## config.mk

```make
export PLATFORM = sky130hd
export DESIGN_NAME = pll_dyncfg_ctrl
export DESIGN_NICKNAME = d
export VERILOG_FILES = /design/src/rtl/pll_dyncfg_ctrl.sv
export SDC_FILE = /design/constraint.sdc
export NUM_CORES = 1
export LEC_CHECK = 0
export ABC_CLOCK_PERIOD_IN_PS = 2200
export BUFFER_PORTS_ARGS = -buffer_cell sky130_fd_sc_hd__buf_2
export CAP_MARGIN = 30
export CORE_MARGIN = 2
export CORE_UTILIZATION = 23
export DETAILED_ROUTE_END_ITERATION = 8
export MAX_ROUTING_LAYER = met4
export PLACE_DENSITY = 0.43
export SYNTH_ARGS = -nofsm -noshare
export SYNTH_HDL_FRONTEND = slang
export SYNTH_SLANG_ARGS = --single-unit
```

## constraint.sdc

```tcl
create_clock -name clk -period 2.2 [get_ports clk]
set_input_delay 0.44 -clock clk [delete_from_list [all_inputs] [get_ports clk]]
set_output_delay 0.44 -clock clk [all_outputs]
set_load 0.02 [all_outputs]
```

## src/rtl/pll_dyncfg_ctrl.sv

```systemverilog
// pll_dyncfg_ctrl: runtime reconfiguration master for the EG_PHY_PLL
// dynamic-configuration port. Each request holds the PLL in reset, writes
// REFCLK_DIV, FBCLK_DIV and CLKC0_DIV (as div-1), releases reset and waits
// for a filtered, stable extlock.
// Optional feature: define PLL_DYNCFG_VERIFY_EN to read every divider
// register back before releasing reset.
module pll_dyncfg_ctrl #(
  parameter int         RST_CYCLES   = 4,
  parameter int         LOCK_STABLE  = 16,
  parameter int         LOCK_TIMEOUT = 65535,
  parameter int         DRP_RD_LAT   = 2,
  parameter logic [5:0] ADDR_REFDIV  = 6'h00,
  parameter logic [5:0] ADDR_FBDIV   = 6'h01,
  parameter logic [5:0] ADDR_C0DIV   = 6'h02
) (
  input  logic       clk,
  input  logic       resetn,
  input  logic       req_valid,
  output logic       req_ready,
  input  logic [7:0] refclk_div,
  input  logic [7:0] fbclk_div,
  input  logic [7:0] clkc0_div,
  output logic       done,
  output logic [1:0] err,
  output logic       locked,
  output logic       pll_reset,
  input  logic       extlock,
  output logic       drp_cs,
  output logic       drp_we,
  output logic [5:0] drp_addr,
  output logic [7:0] drp_di,
  input  logic [7:0] drp_do
);

  localparam int SW = (LOCK_STABLE < 1) ? 1 : $clog2(LOCK_STABLE + 1);

`ifdef PLL_DYNCFG_VERIFY_EN
  typedef enum logic [2:0] {S_IDLE, S_RST, S_WRITE, S_VERIFY, S_RELEASE, S_WAIT, S_DONE} state_t;
`else
  typedef enum logic [2:0] {S_IDLE, S_RST, S_WRITE, S_RELEASE, S_WAIT, S_DONE} state_t;
  // drp_do is only consumed by the read-back path
  logic unused_do;
  assign unused_do = ^{drp_do, DRP_RD_LAT[0]};
`endif

  state_t          state_reg, state_next;
  logic [2:0][7:0] div_reg;
  logic [15:0]     cnt_reg, cnt_next;
  logic [1:0]      idx_reg, idx_next;
  logic [1:0]      err_reg, err_next;
  logic            prst_reg, prst_next;
  logic [15:0]     tmo_reg, tmo_next;
  logic            accept;
  logic            lock_clr;
  logic            ext_s1_reg, ext_s2_reg;
  logic [SW-1:0]   stab_reg;
  logic            locked_reg;
  logic            lock_next;
  logic [5:0]      cur_addr;
  logic [7:0]      cur_val;

  // Address and encoded value (div-1) of the register currently addressed
  always_comb begin
    cur_addr = ADDR_C0DIV;
    cur_val  = div_reg[2] - 8'd1;
    case (idx_reg)
      2'd0:    begin cur_addr = ADDR_REFDIV; cur_val = div_reg[0] - 8'd1; end
      2'd1:    begin cur_addr = ADDR_FBDIV;  cur_val = div_reg[1] - 8'd1; end
      default: begin cur_addr = ADDR_C0DIV;  cur_val = div_reg[2] - 8'd1; end
    endcase
  end

  // Two-flop synchronizer for the PLL lock output
  always_ff @(posedge clk or negedge resetn) begin
    if (!resetn) begin
      ext_s1_reg <= 1'b0;
      ext_s2_reg <= 1'b0;
    end else begin
      ext_s1_reg <= extlock;
      ext_s2_reg <= ext_s1_reg;
    end
  end

  // Lock filter: rises after LOCK_STABLE high samples, drops on the first low
  always_ff @(posedge clk or negedge resetn) begin
    if (!resetn) begin
      stab_reg   <= '0;
      locked_reg <= 1'b0;
    end else if (lock_clr || !ext_s2_reg) begin
      stab_reg   <= '0;
      locked_reg <= 1'b0;
    end else if (!locked_reg) begin
      stab_reg   <= stab_reg + 1'b1;
      locked_reg <= (stab_reg == SW'(LOCK_STABLE - 1));
    end
  end

  // Value locked will take at the next edge; lets done coincide with locked
  assign lock_next = ext_s2_reg && !lock_clr &&
                     (locked_reg || (stab_reg == SW'(LOCK_STABLE - 1)));

  // Sequencer state and datapath registers
  always_ff @(posedge clk or negedge resetn) begin
    if (!resetn) begin
      state_reg <= S_IDLE;
      div_reg   <= '0;
      cnt_reg   <= '0;
      idx_reg   <= '0;
      err_reg   <= 2'b00;
      prst_reg  <= 1'b0;
      tmo_reg   <= '0;
    end else begin
      state_reg <= state_next;
      if (accept) div_reg <= {clkc0_div, fbclk_div, refclk_div};
      cnt_reg   <= cnt_next;
      idx_reg   <= idx_next;
      err_reg   <= err_next;
      prst_reg  <= prst_next;
      tmo_reg   <= tmo_next;
    end
  end

  // Next-state logic and DRP strobe decode
  always_comb begin
    state_next = state_reg;
    cnt_next   = cnt_reg;
    idx_next   = idx_reg;
    err_next   = err_reg;
    prst_next  = prst_reg;
    tmo_next   = tmo_reg;
    accept     = 1'b0;
    lock_clr   = 1'b0;
    req_ready  = 1'b0;
    done       = 1'b0;
    drp_cs     = 1'b0;
    drp_we     = 1'b0;
    drp_addr   = '0;
    drp_di     = '0;
    case (state_reg)
      S_IDLE: begin
        req_ready = 1'b1;
        if (req_valid) begin
          accept   = 1'b1;
          err_next = 2'b00;
          cnt_next = '0;
          idx_next = '0;
          if (refclk_div == 8'd0 || fbclk_div == 8'd0 || clkc0_div == 8'd0) begin
            err_next   = 2'b01;
            state_next = S_DONE;
          end else begin
            prst_next  = 1'b1;
            state_next = S_RST;
          end
        end
      end
      S_RST: begin
        if (cnt_reg == 16'(RST_CYCLES - 1)) begin
          cnt_next   = '0;
          state_next = S_WRITE;
        end else begin
          cnt_next = cnt_reg + 16'd1;
        end
      end
      S_WRITE: begin
        if (cnt_reg == 16'd0) begin
          // strobe cycle
          drp_cs   = 1'b1;
          drp_we   = 1'b1;
          drp_addr = cur_addr;
          drp_di   = cur_val;
          cnt_next = 16'd1;
        end else begin
          // gap cycle; advance to the next register
          cnt_next = '0;
          if (idx_reg == 2'd2) begin
            idx_next = '0;
`ifdef PLL_DYNCFG_VERIFY_EN
            state_next = S_VERIFY;
`else
            prst_next  = 1'b0;
            state_next = S_RELEASE;
`endif
          end else begin
            idx_next = idx_reg + 2'd1;
          end
        end
      end
`ifdef PLL_DYNCFG_VERIFY_EN
      S_VERIFY: begin
        if (cnt_reg == 16'd0) begin
          drp_cs   = 1'b1;
          drp_addr = cur_addr;
        end
        if (cnt_reg == 16'(DRP_RD_LAT)) begin
          cnt_next = '0;
          if (drp_do != cur_val) begin
            // PLL deliberately left in reset
            err_next   = 2'b10;
            state_next = S_DONE;
          end else if (idx_reg == 2'd2) begin
            idx_next   = '0;
            prst_next  = 1'b0;
            state_next = S_RELEASE;
          end else begin
            idx_next = idx_reg + 2'd1;
          end
        end else begin
          cnt_next = cnt_reg + 16'd1;
        end
      end
`endif
      S_RELEASE: begin
        // tmo counts cycles elapsed since this release cycle
        lock_clr   = 1'b1;
        tmo_next   = 16'd1;
        state_next = S_WAIT;
      end
      S_WAIT: begin
        if (lock_next) begin
          err_next   = 2'b00;
          state_next = S_DONE;
        end else if (tmo_reg == 16'(LOCK_TIMEOUT - 1)) begin
          err_next   = 2'b11;
          state_next = S_DONE;
        end else begin
          tmo_next = tmo_reg + 16'd1;
        end
      end
      S_DONE: begin
        done       = 1'b1;
        state_next = S_IDLE;
      end
      default: state_next = S_IDLE;
    endcase
  end

  assign err       = err_reg;
  assign pll_reset = prst_reg;
  assign locked    = locked_reg;

endmodule

```

==> out/metrics.yaml <==
min_to: "ext_s1_reg$_DFF_PN0_"
crit_start: "idx_reg[0]$_DFFE_PN0P_"
io_buffers: 45
place_area_um2: 4860
dr.pass1.iters: 4
final_max_slew_viol_count: 0
finalCriticalPeriod_ns: 2.70
root_buffer: "clkbuf_16"
synth_flop_cell: "dfrtp_1"
num_antenna_cells: 0
synth_top_area_share_pct: 45.2
grt_pass1_wl_um: 16700
hp-start: "extlock"
critPathMaxFanout: 4
area_growth_syn_to_layout_pct: 38.7
grt.total_usage_pct: 12.0
p_per_area_nw_per_um2: 1310
grt_max_degree: 27
ant_nets: 0
largest_reg_flops: 24
finalInstanceArea_um2: 5530
r2r_slack_ns: 0.11
finalCritPeriodShare_pct: 123
yosysWarnings: 0
finalSetupViolations: 12
worst-setup-path-type: "register to output pin"
cts_sinks: 72
clkTransAtPathRegs_ns: 0.06
dieHeight_um: 136
slowest_stage: "dfrtp_1"
comb_power_share_pct: 52.5
cp.required_ns: 1.76
clock_skew_ns: 0.0102
end_kind: "output pin"
worstPathArrival_ns: 2.26
grt_pass1_vias: 3350
cts_buffers: 9
timing.fmax_mhz: 370
synth.distinct_cells: 56
violations: "negative setup slack"
seqCellArea_um2: 1800
holdWs_ns: 0.211
drive_above_1_share_pct: 38.7
die_w_um: 136
post-dp-hpwl_um: 7620
synth_seq_cells: 72
worst_slack_ns: -0.499
gp_congestion: 0.787
synth_commonest_cells: "dfrtp_1 (72), nand2_1 (39), nor2_1 (38)"
core_um2: 17100
synth.yosys.seq_area_share_pct: 45.2
wire_per_inst_um: 14.1
intPower_uw: 4550
status: "finished with violations"
nNetsFinal: 549
finalWirelength_um: 10300
synth_top_area_cell: "dfrtp_1"
synth_async_sr_flop_share_pct: 100
rsz0062_at_grt: "true"
whs_path_depth: 1
cap_violations: 0
num_vias: 3331
nFillCells: 1762
leakagePower_uw: 0.00245
crit_path_cell_trace: "buf_12 > mux2_4 > mux2i_2 > buf_4 > nand2_2 > or3_4 > a21oi_4 > buf_6"
die_area_um2: 18400
final_cells: 736
multi_input_area_um2: 2250
clock_latency_ns: 0.34
grt_overflow: 0
antenna_found_initial: 0
rr_worst_depth: 5
ir_worst_vdd_uv: 724
finalPower_uw: 7270
synth_area_um2: 3990
switching_share_pct: 37.4
p_switching_uw: 2720
finish.utilization_pct: 32.3
postSynthAreaPerCell_um2: 9.90
cp-start-kind: "register"
clkPwrFrac_pct: 20.3
r2r-end: "idx_reg[1]$_DFFE_PN0P_"
dp.cells: 712
ios: 58
cts_tree: "built"
power_frac_seq_pct: 27.2
route.detailed.drc: 0
hp-class: "primary input to register"
cts_buffer_depth: 2
slowest_delay_ns: 0.42
synth-edff-count: 0
htreeDepth: 3
synth.most_common_cell: "dfrtp_1"
core.rowCount: 48
r2r-start: "cnt_reg[5]$_DFFE_PN0P_"
vias_per_cell: 4.53
synthTopCellsByArea: "dfrtp_1 (45%), mux2_2 (7.6%), mux2i_1 (5.0%)"
drtIter0Drc: 82
hold_viol_final: 0
synthCells: 403
initial_core_util_pct: 23.3
-- worst max-delay path: cells and delay by family, from the launching register on --
kind            cells  cell delay, ns
flops               1            0.42
compound gates      1            0.15
simple gates        2            0.39
buf+inv             3            0.47
mux                 2            0.50
-- power groups by stage --
stage	clock (uW)	combinational (uW)	sequential (uW)
5_1_grt	1590	4150	2020
3_5_place_dp	0	3100	1960
6_report	1470	3820	1980
4_1_cts	1520	3470	1950
3_3_place_gp	0	3070	1940
2_1_floorplan	0	1990	1870
-- logic make-up (layout without fill, tap and decap cells) --
kind of cell               Yosys count  count (layout)  synth area share [%]
buffers and inverters               33             138                  4.67
adders and majority gates            7               7                  2.19
xor gates and xnor gates            17              17                  3.73
DFF                                 72              72                  45.2
other                                1               4                0.0940
AOI/OAI and AO/OA                   65              65                  9.91
and+or+nand+nor                    160             160                  21.2
muxes                               48              48                  13.0
-- layout make-up --
| type | count | share of cell area, % |
|---|---|---|
| Multi-Input combinational cell | 301 | 40.7 |
| Sequential cell | 72 | 32.6 |
| Timing Repair Buffer | 111 | 15.4 |
| Tap cell | 225 | 5.09 |
| Clock buffer | 9 | 4.07 |
| Clock inverter | 7 | 1.29 |
| Inverter | 11 | 0.791 |
-- stage by stage --
stage / setup slack (ns) / setup TNS [ns]
after floorplan: -0.200 / -1.77
after global placement: -0.232 / -2.14
after detailed placement: -0.222 / -2.34
after CTS: -0.528 / -5.83
after global routing: -0.585 / -6.37
final: -0.499 / -5.16
-- cell usage in the layout, fill, tap and decap left out, types with 11 or more instances in the layout --
master	instances
mux2i_1	14
mux2_2	24
buf_2	33
o21ai_0	12
nand2_1	38
nor2_1	32
buf_4	58
nand3_1	15
buf_6	15
dfrtp_1	71
nand4_1	11
a21oi_1	20
-- worst max-delay path by stage --
stage                  end
2_1_floorplan  drp_addr[0]
3_3_place_gp     drp_di[4]
3_5_place_dp     drp_di[4]
4_1_cts          drp_di[5]
5_1_grt          drp_di[7]
6_report         drp_di[5]
-- repair_timing --
item,4_1_cts,5_1_grt
pin swaps,7,13
buffers inserted,5,2
hold buffers,1,0
hold endpoints to repair,8,0
gates resized for setup,45,32
cloned,0,0
endpoints found under the setup margin,16,18
-- routing by layer --
layer	track usage, %	routed length, um
met1	14.5	4700
met2	19.6	5060
met3	2.43	381
met4	4.80	206
met5	-	0
Note: power is estimated with default switching activity, not from simulation.
